[src/rtl/colour_pkg.sv]
// Shared types and the default iteration-to-colour mapping for iter_colour_map.
package colour_pkg;

    localparam int X_SIZE = 640;
    localparam int Y_SIZE = 480;

    typedef struct packed {
        logic [7:0] r;
        logic [7:0] g;
        logic [7:0] b;
    } rgb_t;

    // Only iter[7:0] reaches the colour stage; the full count is consumed by in_set at accept.
    typedef struct packed {
        logic [7:0] iter;
        logic       in_set;
        logic       sof;
        logic       eol;
        logic       eof;
    } beat_t;

    function automatic rgb_t iter_to_rgb(input logic [7:0] iter);
        rgb_t c;
        c.r = iter;
        c.g = {iter[5:0], 2'b00};
        c.b = ~iter;
        return c;
    endfunction

endpackage

[src/rtl/iter_colour_map_if.sv]
// Iteration-in / colour-out stream bundle; master is the upstream+downstream environment, slave is the colour stage.
interface iter_colour_map_if #(
    parameter int MAX_ITER_WIDTH = 16
);
    logic                      in_valid_i;
    logic                      in_ready_o;
    logic [MAX_ITER_WIDTH-1:0] iter_i;
    logic                      out_valid_o;
    logic                      out_ready_i;
    logic [7:0]                r_o;
    logic [7:0]                g_o;
    logic [7:0]                b_o;
    logic                      sof_o;
    logic                      eol_o;

    modport master (
        output in_valid_i, iter_i, out_ready_i,
        input  in_ready_o, out_valid_o, r_o, g_o, b_o, sof_o, eol_o
    );

    modport slave (
        input  in_valid_i, iter_i, out_ready_i,
        output in_ready_o, out_valid_o, r_o, g_o, b_o, sof_o, eol_o
    );
endinterface

[src/rtl/colour_palette_ram.sv]
// 256x24 palette RAM: one write port, one synchronous read-first read port.
module colour_palette_ram (
    input  logic        clk_i,
    input  logic        we_i,
    input  logic [7:0]  waddr_i,
    input  logic [23:0] wdata_i,
    input  logic        re_i,
    input  logic [7:0]  raddr_i,
    output logic [23:0] rdata_o
);

    logic [23:0] mem [256];

    // NOTE: no reset on the array or read register so this maps onto block RAM; the
    // non-blocking read sees the pre-write contents on a same-address collision.
    always_ff @(posedge clk_i) begin
        if (we_i) mem[waddr_i] <= wdata_i;
        if (re_i) rdata_o <= mem[raddr_i];
    end

endmodule

[src/rtl/iter_colour_map.sv]
// Two-stage iteration-count to RGB stream stage with raster tagging and backpressure.
// Define COLOUR_LUT_EN to replace the arithmetic mapping with a writable 256x24 palette.
module iter_colour_map
    import colour_pkg::*;
#(
    parameter int MAX_ITER_WIDTH = 16,
    parameter int X_SIZE         = colour_pkg::X_SIZE,
    parameter int Y_SIZE         = colour_pkg::Y_SIZE
) (
    input  logic                      clk_i,
    input  logic                      rst_i,
    input  logic [MAX_ITER_WIDTH-1:0] max_iter_i,
    input  logic                      frame_restart_i,
    iter_colour_map_if.slave          s,
    output logic                      frame_done_o
`ifdef COLOUR_LUT_EN
    ,
    input  logic                      pal_we_i,
    input  logic [7:0]                pal_addr_i,
    input  logic [23:0]               pal_data_i
`endif
);

    localparam int XW = (X_SIZE > 1) ? $clog2(X_SIZE) : 1;
    localparam int YW = (Y_SIZE > 1) ? $clog2(Y_SIZE) : 1;
    localparam logic [XW-1:0] X_LAST = XW'(X_SIZE - 1);
    localparam logic [YW-1:0] Y_LAST = YW'(Y_SIZE - 1);

    logic          en, accept;
    logic [XW-1:0] x_q;
    logic [YW-1:0] y_q;
    logic          x_last, y_last;
    beat_t         s1_q;
    logic          v1_q, v2_q;
    logic          sof2_q, eol2_q, eof2_q;
    rgb_t          colour;

    // A stalled output freezes both stages together, so bubbles stay where they are.
    assign en         = ~v2_q | s.out_ready_i;
    assign accept     = s.in_valid_i & en;
    assign s.in_ready_o = en;
    assign x_last     = (x_q == X_LAST);
    assign y_last     = (y_q == Y_LAST);

    always_ff @(posedge clk_i or posedge rst_i) begin
        if (rst_i) begin
            x_q <= '0;
            y_q <= '0;
        end else if (frame_restart_i) begin
            x_q <= '0;
            y_q <= '0;
        end else if (accept) begin
            if (x_last) begin
                x_q <= '0;
                y_q <= y_last ? '0 : y_q + YW'(1);
            end else begin
                x_q <= x_q + XW'(1);
            end
        end
    end

    always_ff @(posedge clk_i or posedge rst_i) begin
        if (rst_i) begin
            v1_q <= 1'b0;
            s1_q <= '0;
        end else if (en) begin
            v1_q <= accept;
            if (accept) begin
                s1_q.iter   <= s.iter_i[7:0];
                s1_q.in_set <= (s.iter_i >= max_iter_i);
                s1_q.sof    <= (x_q == '0) && (y_q == '0);
                s1_q.eol    <= x_last;
                s1_q.eof    <= x_last && y_last;
            end
        end
    end

    always_ff @(posedge clk_i or posedge rst_i) begin
        if (rst_i) begin
            v2_q   <= 1'b0;
            sof2_q <= 1'b0;
            eol2_q <= 1'b0;
            eof2_q <= 1'b0;
        end else if (en) begin
            v2_q <= v1_q;
            if (v1_q) begin
                sof2_q <= s1_q.sof;
                eol2_q <= s1_q.eol;
                eof2_q <= s1_q.eof;
            end
        end
    end

    always_ff @(posedge clk_i or posedge rst_i) begin
        if (rst_i) frame_done_o <= 1'b0;
        else       frame_done_o <= v2_q & s.out_ready_i & eof2_q;
    end

`ifdef COLOUR_LUT_EN
    rgb_t pal_q;
    logic set2_q;

    // The read is issued from stage 1 so the RAM output register doubles as stage 2.
    colour_palette_ram u_palette (
        .clk_i   (clk_i),
        .we_i    (pal_we_i),
        .waddr_i (pal_addr_i),
        .wdata_i (pal_data_i),
        .re_i    (en & v1_q),
        .raddr_i (s1_q.iter),
        .rdata_o (pal_q)
    );

    always_ff @(posedge clk_i or posedge rst_i) begin
        if (rst_i)          set2_q <= 1'b1;
        else if (en & v1_q) set2_q <= s1_q.in_set;
    end

    assign colour = (v2_q & ~set2_q) ? pal_q : '0;
`else
    rgb_t rgb_q;

    always_ff @(posedge clk_i or posedge rst_i) begin
        if (rst_i)          rgb_q <= '0;
        else if (en & v1_q) rgb_q <= s1_q.in_set ? '0 : iter_to_rgb(s1_q.iter);
    end

    assign colour = rgb_q;
`endif

    assign s.out_valid_o = v2_q;
    assign s.r_o         = colour.r;
    assign s.g_o         = colour.g;
    assign s.b_o         = colour.b;
    assign s.sof_o       = sof2_q;
    assign s.eol_o       = eol2_q;

endmodule
[src/flat_wrapper.sv]
// flat-port wrapper written by rule: the top's interface ports become plain ports
module iter_colour_map_flat import colour_pkg::*;
#(
    parameter int MAX_ITER_WIDTH = 16,
    parameter int X_SIZE         = colour_pkg::X_SIZE,
    parameter int Y_SIZE         = colour_pkg::Y_SIZE
)
  (clk_i, rst_i, max_iter_i, frame_restart_i, frame_done_o, s_in_valid_i, s_iter_i, s_out_ready_i, s_in_ready_o, s_out_valid_o, s_r_o, s_g_o, s_b_o, s_sof_o, s_eol_o);
  iter_colour_map_if #(.MAX_ITER_WIDTH(MAX_ITER_WIDTH)) s_i ();
  input  logic clk_i;
  input  logic rst_i;
  input  logic [MAX_ITER_WIDTH-1:0] max_iter_i;
  input  logic frame_restart_i;
  output logic frame_done_o;
  input wire logic [$bits(s_i.in_valid_i)-1:0] s_in_valid_i;
  input wire logic [$bits(s_i.iter_i)-1:0] s_iter_i;
  input wire logic [$bits(s_i.out_ready_i)-1:0] s_out_ready_i;
  output wire logic [$bits(s_i.in_ready_o)-1:0] s_in_ready_o;
  output wire logic [$bits(s_i.out_valid_o)-1:0] s_out_valid_o;
  output wire logic [$bits(s_i.r_o)-1:0] s_r_o;
  output wire logic [$bits(s_i.g_o)-1:0] s_g_o;
  output wire logic [$bits(s_i.b_o)-1:0] s_b_o;
  output wire logic [$bits(s_i.sof_o)-1:0] s_sof_o;
  output wire logic [$bits(s_i.eol_o)-1:0] s_eol_o;
  assign s_i.in_valid_i = s_in_valid_i;
  assign s_i.iter_i = s_iter_i;
  assign s_i.out_ready_i = s_out_ready_i;
  assign s_in_ready_o = s_i.in_ready_o;
  assign s_out_valid_o = s_i.out_valid_o;
  assign s_r_o = s_i.r_o;
  assign s_g_o = s_i.g_o;
  assign s_b_o = s_i.b_o;
  assign s_sof_o = s_i.sof_o;
  assign s_eol_o = s_i.eol_o;
  iter_colour_map #(.MAX_ITER_WIDTH(MAX_ITER_WIDTH), .X_SIZE(X_SIZE), .Y_SIZE(Y_SIZE)) u_core (.clk_i(clk_i), .rst_i(rst_i), .max_iter_i(max_iter_i), .frame_restart_i(frame_restart_i), .s(s_i), .frame_done_o(frame_done_o));
endmodule
[config.mk]
export PLATFORM = sky130hd
export DESIGN_NAME = iter_colour_map_flat
export DESIGN_NICKNAME = d
export VERILOG_FILES = /design/src/rtl/colour_pkg.sv /design/src/rtl/iter_colour_map_if.sv /design/src/rtl/colour_palette_ram.sv /design/src/rtl/iter_colour_map.sv /design/src/flat_wrapper.sv
export SDC_FILE = /design/constraint.sdc
export NUM_CORES = 1
export LEC_CHECK = 0
export BUFFER_PORTS_ARGS = -buffer_cell sky130_fd_sc_hd__clkbuf_2
export CORE_ASPECT_RATIO = 1.4
export CORE_MARGIN = 4
export CORE_UTILIZATION = 50
export CTS_BUF_LIST = sky130_fd_sc_hd__clkbuf_8
export DETAILED_ROUTE_END_ITERATION = 8
export PLACE_DENSITY = 0.8
export SYNTH_ARGS = -nofsm -noshare
export SYNTH_HDL_FRONTEND = slang
export SYNTH_SLANG_ARGS = --single-unit
[constraint.sdc]
create_clock -name clk_i -period 2.1 [get_ports clk_i]
set_clock_uncertainty 0.1 [all_clocks]
set_input_delay 0.525 -clock clk_i [delete_from_list [all_inputs] [get_ports clk_i]]
set_output_delay 0.525 -clock clk_i [all_outputs]
set_load 0.01 [all_outputs]
==> out/summary.md <==
The flow ran to the end, and the final reports show no timing, DRC or antenna violations. The number of gates resized after CTS was 0. In this run, the clock network consumes 23.8% of the power. Adding up every negative setup slack in the final design gives 0 ps. Yosys attributes the largest share of cell area to sky130_fd_sc_hd__dfrtp_1 46%, sky130_fd_sc_hd__ha_1 8.6%, sky130_fd_sc_hd__mux2_2 4.3%. The synthesized design contains 53 register bits.

Setup violations remaining at the end of the flow were counted as 0. Global-route usage over all layers: 19.4%. The number of slew-limit violations in the final report is 0. Cells with a size suffix above 1 make up 27.2% of the layout. The tree is rooted in a sky130_fd_sc_hd__clkbuf_8. The final cell area excluding filler cells was 3380 µm²; the routability congestion estimate was 0.878.

The tools report the standard cell core area as 5570 µm². For the number of warnings printed during yosys synthesis, the log shows 0. The number of antenna diodes in the final layout is 0. Post-CTS timing repair inserted 0 buffers for setup.

The number of cell instances on the worst register-to-register path was 5; the slack of the worst reg-to-reg path was 140 ps. Registers are responsible for 53.1% of the overall power. Along the worst path, the maximum fanout reaches 6.

The number of clock buffers added by TritonCTS is 5. Summing every instance area after synthesis gives 2910 µm². The logs give 183 for the number of DRC violations after detailed-routing iteration 0 and 23.1% for the proportion of power drawn by combinational gates. For the number of placement rows, the log shows 32. The post-layout net count is 420. Detailed placement ended at an HPWL of 5.08 mm.

The number of hold violations in the final report is 0, and the number of standard cells after synthesis is 300. In this run the vertical extent of the chip is 98.3 µm. The logs give 3300 µm² for the post-place instance area and 1330 µm² for the area occupied by registers. The worst register-to-register path begins at u_core.y_q[1]. The logs give 153 ps for the post-placement worst setup slack and 2 for the count of H-tree levels built during CTS. In this run the remaining antenna-violating nets after routing total 0.

The kind of critical path is reg -> out. The overall overflow remaining after global route is 0. Power spread over the standard cell area amounts to 697 nW/µm².

The switching component of the power was 728 µW. For this run, design rule violations remaining after detail routing come to 0. The internal portion of the total power is 1630 µW. After synthesis, the share of flip-flops with an asynchronous set or reset is 100%. The signed area change from the synthesized netlist to the final layout was 16.3%; the area of the multi-input gates was 1370 µm². The vias per cell was 5.63; the initial core utilization was 52.3%.

Port buffering added 63 buffers. The clock passes through at most 2 buffers. The detail-routed net length per standard cell is 15.0 µm. The type of element launching the critical path is a register.

The final-layout worst hold slack came out at 84.4 ps. Subtracting the final worst setup slack from the clock period gives 1990 ps. For the count of clock tree sinks, the log shows 53. Data on the critical path arrives at its endpoint at 1360 ps. TritonCTS built the clock tree. The first-pass GRT wire length is 11.2 mm, and the post-cts hold buffer count is 0. The tools report the initial antenna violation count as 0.

Counting flops with a built-in enable in the synthesized netlist gives 0. Summing over every cut layer, the via total after detailed routing is 2,433. Of the post-synthesis cell area, the dominant cell type holds 45.6%. The share of the Yosys chip area taken by registers is 45.6%.

The run gives 2,482 as the via count of the first global-routing pass. Entering global routing, the biggest net connects 36 pins. In this run the mean area of a mapped cell was 9.70 µm². The run gives 4 as the number of search-and-repair iterations in the first detailed-routing pass.

The run gives 496 as the number of filler cells placed in the layout. The final critical-path share of the clock period is 94.6%. The netlist uses 46 different library cells.

VDD sags by at most 0.000343 V. For the peak clock frequency supported by timing, the log shows 503 MHz. Setup repair after global routing left no endpoint under its margin.

Across the run, the number of max-cap violations was 0. The type of the tightest min-delay check was in -> async. The clock-pin slew on the worst setup and hold paths was 100 ps; the boundary pin count was 66. The largest total area in the synthesized netlist belongs to sky130_fd_sc_hd__dfrtp_1. The logs give 6.49 mm for the overall routed net length and 112 ps for the worst setup slack after layout. Summed over all cells, the static leakage comes to 0.00167 µW.

Net switching is 30.9% of the power. The run gives 7120 µm² as the total die area. The clock insertion delay at the later pin of the skew report is 310 ps. Measured along the x axis, the die boundary spans 72.5 µm. STA classifies the critical path endpoint as an output pin.

In this run the critical register-to-register path is captured at u_core.y_q[6]. The data required time at the worst endpoint was 1470 ps. The most used flip-flop cell after synthesis is sky130_fd_sc_hd__dfrtp_1.
[metal layers]
layer	part of all wire (%)	up-vias	wire length [µm]	global-route usage, %
met2	54	76	3490	35.5
met5	0	-	0	0
li1	-	1182	-	-
met1	38	1163	2500	22.2
met4	2.2	0	141	7.81
met3	5.6	12	363	2.78
[worst max path at each step]
stage / endpoint / cells after the start / start / slack (ps)
after floorplan: u_core.s1_q[5] / 6 / s_out_ready_i / 180
after global placement: u_core.y_q[2] / 7 / s_out_ready_i / 170
after detailed placement: u_core.x_q[0] / 7 / s_out_ready_i / 150
after CTS: s_in_ready_o / 4 / u_core.s.out_valid_o / 90
after global routing: u_core.y_q[3] / 5 / u_core.y_q[0] / 40
final: s_in_ready_o / 4 / u_core.s.out_valid_o / 110
[logic make-up (layout without fill, tap and decap cells)]
family | after synthesis | count (layout) | share of synthesized area, %
XOR/XNOR | 4 | 4 | 1.20
AND/OR/NAND/NOR | 98 | 98 | 18.4
buffers and inverters | 47 | 110 | 7.61
adder cells (fa/ha/maj) | 20 | 20 | 8.60
flip-flops | 53 | 53 | 45.6
AO/OA/AOI/OAI | 66 | 66 | 14.2
other | 1 | 2 | 0.129
multiplexers | 11 | 11 | 4.26
[cell usage after synthesis, drive strengths merged, types with 2 or more instances]
cell type,number
a211o,3
a21oi,17
a32o,2
and3,2
and4,5
buf,15
clkbuf,5
dfrtp,53
ha,20
inv,27
mux2,11
nand2,31
nand2b,8
nand3,10
nand3b,2
nand4,8
nor2,9
nor2b,3
nor3,6
nor4,3
o21ai,22
o311ai,2
o31ai,11
o41ai,2
or3,2
or4,4
xnor2,4
[critical path, stage by stage, from the launching register on]
cell	delay (ps)
sky130_fd_sc_hd__dfrtp_1	400
sky130_fd_sc_hd__nor2b_2	170
sky130_fd_sc_hd__inv_1	170
sky130_fd_sc_hd__buf_4	180
sky130_fd_sc_hd__clkbuf_2	140
[cell usage in the layout, fill, tap and decap left out, types with 10 or more instances in the layout]
cell type	n
sky130_fd_sc_hd__a21oi_1	17
sky130_fd_sc_hd__inv_1	27
sky130_fd_sc_hd__clkbuf_2	63
sky130_fd_sc_hd__o31ai_1	11
sky130_fd_sc_hd__ha_1	20
sky130_fd_sc_hd__dfrtp_1	53
sky130_fd_sc_hd__o21ai_0	21
sky130_fd_sc_hd__nand3_1	10
sky130_fd_sc_hd__nand2_1	31
sky130_fd_sc_hd__mux2_2	11
sky130_fd_sc_hd__buf_4	11
[registers in the layout (all words and copies together) (netlist names)]
name	cells
u_core.eof2_q	1
u_core.frame_done_o	1
u_core.s.b_o	8
u_core.s.eol_o	1
u_core.s.out_valid_o	1
u_core.s.r_o	8
u_core.s.sof_o	1
u_core.s1_q	12
u_core.v1_q	1
u_core.x_q	10
u_core.y_q	9
[layout make-up]
| class | instances | share of cell area, % |
|---|---|---|
| sequential | 53 | 39.2 |
| multi-input combinational | 201 | 40.4 |
| timing repair buffer | 75 | 12.3 |
| clock buffer | 5 | 2.03 |
| inverter | 27 | 2.99 |
| tap | 68 | 2.51 |
| clock inverter | 3 | 0.518 |
[power by group through the flow]
stage                     registers, µW  clock network, µW  logic, µW
final                              1250                560        545
after CTS                          1260                578        553
after global placement             1270                  0        533
after floorplan                    1300                  0        319
after global routing               1280                627        617
after detailed placement           1280                  0        551
[stage by stage]
| step | util, % | instances | power [µW] |
|---|---|---|---|
| finish | 60.8 | 432 | 2360 |
| global route | 60.8 | 432 | 2520 |
| CTS | 60.8 | 432 | 2390 |
| detailed placement | 59.2 | 424 | 1830 |
| global placement | 59.2 | 424 | 1800 |
| floorplan | - | 301 | 1610 |
(Power assumes the default switching activity.)
